`src/rtl/jtriders_palsched.sv`:
```
// jtriders_palsched: one single-port palette RAM shared by video, dump, CPU.
// Slot priority per clk: video pixel > ioctl dump > CPU access.
module jtriders_palsched #(
  parameter int AW    = 11,
  parameter int WAITW = 4
) (
  input  logic             clk,
  input  logic             rst_n,
  input  logic             pxl_cen,
  input  logic [AW-1:0]    vid_addr,
  output logic [15:0]      vid_data,
  input  logic             cpu_cs,
  input  logic             cpu_we,
  input  logic [AW-1:0]    cpu_addr,
  input  logic [1:0]       cpu_dsn,
  input  logic [15:0]      cpu_dout,
  output logic [15:0]      cpu_din,
  output logic             cpu_ok,
  input  logic             ioctl_ram,
  input  logic [AW:0]      ioctl_addr,
  output logic [7:0]       ioctl_din,
  output logic [AW-1:0]    ram_addr,
  output logic [1:0]       ram_we,
  output logic [15:0]      ram_din,
  input  logic [15:0]      ram_dout,
  output logic [WAITW-1:0] cpu_stall
);

  localparam logic [2:0] ST_IDLE  = 3'd0;
  localparam logic [2:0] ST_ISSUE = 3'd1;
  localparam logic [2:0] ST_WAIT  = 3'd2;
  localparam logic [2:0] ST_CAPT  = 3'd3;
  localparam logic [2:0] ST_DONE  = 3'd4;

  logic [2:0]       r_st;
  logic [WAITW-1:0] r_stall;
  logic             r_wr;
  logic             r_abort;
  logic [1:0]       r_vid_p;
  logic [1:0]       r_dmp_p;
  logic [15:0]      r_dump;

  logic             w_vid_win;
  logic             w_dmp_win;
  logic             w_cpu_win;
  logic             w_cpu_end;
  logic [WAITW-1:0] w_stall_max;

  assign w_vid_win   = pxl_cen;
  assign w_dmp_win   = ~pxl_cen & ioctl_ram;
  assign w_cpu_win   = ~pxl_cen & ~ioctl_ram
                     & (r_st == ST_ISSUE) & cpu_cs;
  assign w_cpu_end   = ~cpu_cs | r_abort;
  assign w_stall_max = {WAITW{1'b1}};

  assign cpu_ok    = (r_st == ST_DONE);
  assign ioctl_din = ioctl_addr[0] ? r_dump[7:0] : r_dump[15:8];

  // RAM port: register the winning requester's address/strobes/data
  always_ff @(posedge clk) begin
    if (!rst_n) begin
      ram_addr <= '0;
      ram_we   <= 2'b00;
      ram_din  <= 16'h0000;
    end else begin
      ram_we <= 2'b00;
      unique case (1'b1)
        w_vid_win: ram_addr <= vid_addr;
        w_dmp_win: ram_addr <= ioctl_addr[AW:1];
        w_cpu_win: begin
          ram_addr <= cpu_addr;
          if (cpu_we) begin
            ram_we  <= ~cpu_dsn;
            ram_din <= cpu_dout;
          end
        end
        default: ;
      endcase
    end
  end

  // Read-return tracking: data is back two edges after the slot
  always_ff @(posedge clk) begin
    if (!rst_n) begin
      r_vid_p <= 2'b00;
      r_dmp_p <= 2'b00;
    end else begin
      r_vid_p <= {r_vid_p[0], w_vid_win};
      r_dmp_p <= {r_dmp_p[0], w_dmp_win};
    end
  end

  // Video capture, fixed two-edge latency
  always_ff @(posedge clk) begin
    if (!rst_n) begin
      vid_data <= 16'h0000;
    end else if (r_vid_p[1]) begin
      vid_data <= ram_dout;
    end
  end

  // Dump capture, refreshed on every dump slot
  always_ff @(posedge clk) begin
    if (!rst_n) begin
      r_dump <= 16'h0000;
    end else if (r_dmp_p[1]) begin
      r_dump <= ram_dout;
    end
  end

  // CPU access FSM with stall counting and abort handling
  always_ff @(posedge clk) begin
    if (!rst_n) begin
      r_st      <= ST_IDLE;
      r_stall   <= '0;
      r_wr      <= 1'b0;
      r_abort   <= 1'b0;
      cpu_din   <= 16'h0000;
      cpu_stall <= '0;
    end else begin
      unique case (r_st)
        ST_IDLE: begin
          if (cpu_cs) begin
            r_st    <= ST_ISSUE;
            r_stall <= '0;
            r_abort <= 1'b0;
          end
        end
        ST_ISSUE: begin
          if (!cpu_cs) begin
            r_st <= ST_IDLE;
          end else if (w_cpu_win) begin
            r_wr <= cpu_we;
            r_st <= ST_WAIT;
          end else if (r_stall != w_stall_max) begin
            r_stall <= r_stall + WAITW'(1);
          end
        end
        ST_WAIT: begin
          if (r_wr) begin
            if (w_cpu_end) begin
              r_st <= ST_IDLE;
            end else begin
              r_st      <= ST_DONE;
              cpu_stall <= r_stall;
            end
          end else begin
            r_abort <= r_abort | ~cpu_cs;
            r_st    <= ST_CAPT;
          end
        end
        ST_CAPT: begin
          cpu_din <= ram_dout;
          if (w_cpu_end) begin
            r_st <= ST_IDLE;
          end else begin
            r_st      <= ST_DONE;
            cpu_stall <= r_stall;
          end
        end
        ST_DONE: begin
          if (!cpu_cs) r_st <= ST_IDLE;
        end
        default: r_st <= ST_IDLE;
      endcase
    end
  end

endmodule

```
`config.mk`:
```
export PLATFORM = sky130hd
export DESIGN_NAME = jtriders_palsched
export DESIGN_NICKNAME = d
export VERILOG_FILES = /design/src/rtl/jtriders_palsched.sv
export SDC_FILE = /design/constraint.sdc
export NUM_CORES = 1
export LEC_CHECK = 0
export BUFFER_PORTS_ARGS = -buffer_cell sky130_fd_sc_hd__buf_2
export CAP_MARGIN = 20
export CORE_MARGIN = 8
export CORE_UTILIZATION = 42
export CTS_BUF_LIST = sky130_fd_sc_hd__clkbuf_4 sky130_fd_sc_hd__clkbuf_8
export DETAILED_ROUTE_END_ITERATION = 12
export PLACE_DENSITY = 0.76
export SLEW_MARGIN = 0
export SYNTH_ARGS = -nofsm -noshare
export SYNTH_HDL_FRONTEND = slang
export SYNTH_SLANG_ARGS = --single-unit
```
`constraint.sdc`:
```
create_clock -name clk -period 2.1 [get_ports clk]
set_input_delay 0.105 -clock clk [delete_from_list [all_inputs] [get_ports clk]]
set_output_delay 0.105 -clock clk [all_outputs]
set_load 0.05 [all_outputs]
```
* Word-level counts from Yosys, hierarchy flattened
Cells that the tools add are included.
Storage, ports and cells: output and inout port bits 74, input bits 74, bits in registers 94, logic and storage cells 68
Cells by class: equal/unequal tests 13, bitwise logic cells 9, $add $sub $neg 1, multiplexer cells 20, reductions and logical operators 12
Operators by type and width (number):
- one-hot mux 11 bit (3 select lines) | 1
- 2-to-1 mux 4 bit | 6
- 2-to-1 mux 3 bit | 6
- one-hot mux 4 bit (2 select lines) | 2
- one-hot mux 3 bit (5 select lines) | 1
- inequality test 2 bit (second input constant) | 6
- AND reduction 3 bit | 4
- 2-to-1 mux 8 bit | 1
- == test 3 x 2 -> 1 bit (second input constant) | 2
- nonzero test 2 bit | 3
- AND reduction 5 bit | 1
- adder 4 x 1 -> 4 bit (second input constant) | 1
- bitwise AND 1 bit | 4
- inequality test 4 bit (second input constant) | 1
- AND reduction 2 bit | 2
- == test 3 x 1 -> 1 bit (second input constant) | 1
- == test 3 bit (second input constant) | 1
- zero test 3 bit | 1
- inequality test 3 bit (second input constant) | 1
- NOT 1 bit | 3
- nonzero test 3 bit | 1
- 2-to-1 mux 1 bit | 2
- inequality test 2 x 1 -> 1 bit (second input constant) | 1
- NOT 2 bit | 1
- 2 further kinds | 2

* Logic depth before layout (Yosys ltp)
depth after elaboration 7, depth in mapped cells 7, gate-level depth less buffers 5

* Least setup slack after synthesis
Ideal clock, no wire load.
path kind flip-flop to flip-flop, start reg r_st[2], end reg r_st[2], arrival 1902 ps, buffers on the path 1, period minus slack after synthesis 1973 ps, path slack 127 ps, setup time 71 ps, stages on the path, launching flop included 6, required time 2029 ps, path through dfxtp_1 > buf_4 > inv_1 > nor3_1 > nand2_1 > a21oi_1
Between the ends: elaborated cells between the ends (all ways) 12, those cells by class eq/ne: 7; mux: 1; bitwise: 2; reduce/logical: 2
RTL lines:
- from (decl) | line 35 | logic [2:0] r_st;
- from (signal assigned) | line 114 | r_st <= ST_IDLE;
- from (signal assigned) | line 124 | r_st <= ST_ISSUE;
- from (signal assigned) | line 131 | r_st <= ST_IDLE;
- == test 3 bit *
- net cpu_ok | line 18 | output logic cpu_ok,
- inequality test 2 bit (no line)
- AND reduction 3 bit (no line)
The timed path passes the listed nets; every way through them passes the cells marked *. A chain may end at the register's enable or synchronous reset.

* Worst setup path after layout
start reg r_st[1], end reg ram_addr[5]
Between the ends: cells in the longest elaborated chain, start to end 4, elaborated cells between the ends (all ways) 5, those cells by class eq/ne: 1; mux: 1; bitwise: 2; reduce/logical: 1
RTL lines:
- == test 3 x 1 -> 1 bit * | line 52 | & (r_st == ST_ISSUE) & cpu_cs;
- bitwise AND 1 bit * (2 in a row) | line 52
- one-hot mux 11 bit (3 select lines) or nonzero test 3 bit (tied branches)
- to (signal assigned) | line 68 | w_vid_win: ram_addr <= vid_addr;
- to (signal assigned) | line 69 | w_dmp_win: ram_addr <= ioctl_addr[AW:1];
- to (signal assigned) | line 71 | ram_addr <= cpu_addr;
- to (decl) | line 22 | output logic [AW-1:0] ram_addr,
Every way passes the cells marked *; elsewhere a longest branch is shown, timed or not.

==> results by group <==
Run status
  – Status: finished clean

Logic synthesis
  – Syn_area_per_cell: 9.497 um2
  – Synth Instances: 408
  – Net Count, Synth: 483
  – Share of flip-flops with an asynchronous set or reset: 0
  – Synth cell types: 41
  – Mapped Area: 0.003875 mm2
  – Register area share after synthesis: 0.4856
  – EDFF count, synth: 0
  – Seq cells post-synth: 94
  – Dominant cell type by area after synthesis: dfxtp_1
  – Area contributors post-synth: dfxtp_1 49%, mux2i_1 9.3%, nor2b_1 6.3%, nand2_1 6.2%, a21boi_0 3.3%
  – Most frequent cell after synthesis: dfxtp_1
  – Top cell type's share of synthesized area: 0.4856
  – Commonest cells in the netlist: 94 x dfxtp_1, 64 x nand2_1, 39 x nor2b_1
  – Main synth FF type: dfxtp_1
  – Ys Warns: 0

CTS
  – Maximum clock path buffer count: 2
  – CTS tree: built
  – Post_cts resized: 0
  – Num CTS Buffers: 9
  – Clock Pin Slew Worst Setup and Hold Paths: 0.09 ns
  – CTS HTree Levels: 3
  – CTS root buf: clkbuf_8
  – Sinks on Clock Net: 94
  – Worst-Skew Late Latency: 0.35 ns

Run
  – Max-cap check violation count: 0

Route
  – Drt via density: 5.121
  – Routed wire length: 10860 um
  – DRC: 0
  – Antenna Nets Post-Route: 0
  – Routed via count: 3518
  – Initial DRC Count: 185
  – WL/cell: 15.81 um
  – DR pass1 iterations: 4

Critical path
  – Req. time, crit path: 2.38 ns
  – CP endpoint kind: register
  – RR Startpoint: r_st[1]
  – Reg2reg setup slack: 0.29 ns
  – Reg2Reg Capture Point: ram_addr[5]
  – WP data arrival: 2.09 ns
  – Crit Path Max Fanout: 6
  – Crit Path Class: reg -> reg
  – Critical path launch point type: register
  – Reg2Reg Depth: 5

Placement
  – GPL Wtd Cong: 0.8126
  – Post-DP HPWL: 7572 um
  – I/O Buffers: 147

Pwr
  – Final Power: 3.586 mW
  – Pwr per Cell Area: 697.3 mW/mm2
  – LEAKAGE: 2.208 nW
  – Combinational group share of total power: 0.151
  – Sw frac: 0.2768
  – VDD IR max: 0.2931 mV
  – Clock Power Share: 0.332
  – Seq pwr share: 0.518
  – Net Sw Power: 0.9923 mW
  – Pint: 2.593 mW

Hold path
  – WHS Path Cells: 3
  – Hold Path Origin: cpu_dout[10]
  – Hold path endpoint: ram_din[10]
  – HP Class: in -> reg

Timing
  – Max transition margin: 0.3964
  – Fmax: 553.4 MHz
  – Worst slew pin tran: 0.9035 ns
  – Hold WS: 0.01951 ns
  – Fin crit share: 0.8605
  – Tmin final: 1.807 ns
  – Final setup fails: 0
  – TNS Setup: 0 ns
  – Final Skew: 0.01359 ns
  – Final Hold Viols: 0
  – Max Slew Vio Count: 0
  – RSZ-0062 raised after global routing: no

Global routing
  – First-pass GRT wire length: 18000 um
  – GRT Resource Usage Total: 0.1738
  – Largest net degree at the start of global routing: 55
  – Gr ovfl total: 0
  – Antenna violations before repair: 0
  – Vias in the first global route: 3728

Floorplanning
  – Core Area: 0.009109 mm2
  – Die Wd: 112.1 um
  – Die H: 112.1 um
  – Die footprint: 0.01256 mm2
  – Initial Util: 0.4254
  – I/O pin count: 148
  – Rows: 35

Finish
  – Fill count: 781
  – Syn-to-layout area delta: 32.71%
  – # diodes: 0
  – Layout cells sized above 1: 0.3264
  – Final nets: 647
  – Fin util: 0.5646
## area by class of cell
type / count / area (um2) / share of cell area
repair buffers: 184 / 1089 / 0.2117
well taps: 111 / 138.9 / 0.02701
inverters: 2 / 7.507 / 0.001460
multi-input cells: 281 / 1832 / 0.3562
clock buffers: 9 / 123.9 / 0.02409
flip-flops and latches: 94 / 1882 / 0.3659
clock inverters: 6 / 70.07 / 0.01363
## worst max path at each step
| stage | startpoint | end | cells past startpoint |
|---|---|---|---|
| after floorplan | r_st[2] | r_st[2] | 5 |
| after global placement | r_st[1] | ram_addr[10] | 4 |
| after detailed placement | r_st[1] | ram_addr[4] | 4 |
| after CTS | r_st[1] | ram_addr[4] | 4 |
| after global routing | r_st[1] | ram_addr[1] | 5 |
| final | r_st[1] | ram_addr[5] | 5 |
## through the flow
step	setup slack (ns)	instance area, um2	cells
global route	0.2016	5142	687
CTS	0.1808	5137	686
detailed placement	0.2000	4683	645
global placement	0.3563	4683	645
floorplan	0.1269	3875	408
finish	0.2929	5142	687
## worst max-delay path, cell delays in order (launching register included)
cell      delay (ns)
dfxtp_1         0.35
and4bb_1        0.26
nor3_1          0.55
clkbuf_2        0.29
a221oi_1        0.08
a21oi_1         0.20
## per-layer routing
layer  track usage  share of wire  vias to the layer above
li1              -              -                     1729
met3       0.07246          0.090                       17
met2        0.2928           0.48                      153
met5             0              0                        -
met4       0.06924          0.014                        0
met1        0.1908           0.42                     1619
## sequential cells by signal, indices dropped and copies added, names as in the netlist, 3 cells and up
name,flops
cpu_stall,4
ram_din,16
vid_data,16
cpu_din,16
r_stall,4
ram_addr,11
r_st,3
r_dump,16
## power groups by stage
stage | Clock [mW] | Combinational (mW) | Sequential, mW
floorplan | 0 | 0.209 | 2.02
global placement | 0 | 0.488 | 1.90
detailed placement | 0 | 0.497 | 1.90
CTS | 1.23 | 0.535 | 1.86
global route | 1.30 | 0.580 | 1.86
finish | 1.19 | 0.540 | 1.86
## timing repair
item / in CTS / in global routing
hold endpoints to repair: 26 / 0
setup buffers: 0 / 0
hold buffers: 26 / 0
## cell families (layout without fill, tap and decap cells)
logic type,count (synthesis),in the layout,synth area share
AOI/OAI and AO/OA,86,86,0.1569
adders and majority gates,1,1,0.003228
buffers and inverters,33,201,0.04165
DFF,94,94,0.4856
muxes,44,44,0.1162
and+or+nand+nor,150,150,0.1963
## cells in the final DEF (no fill, tap or decap), drive strengths merged, types with 4 or more instances in the layout
cell	count
a21oi	14
mux2	8
and2	8
nand2	65
nand2b	5
inv	4
clkbuf	10
nor2b	39
a21boi	34
nand3	20
dfxtp	94
mux2i	36
o21ai	15
a221oi	11
dlygate4sd3	26
buf	157
nor2	5
Note: power is estimated with default switching activity, not from simulation.
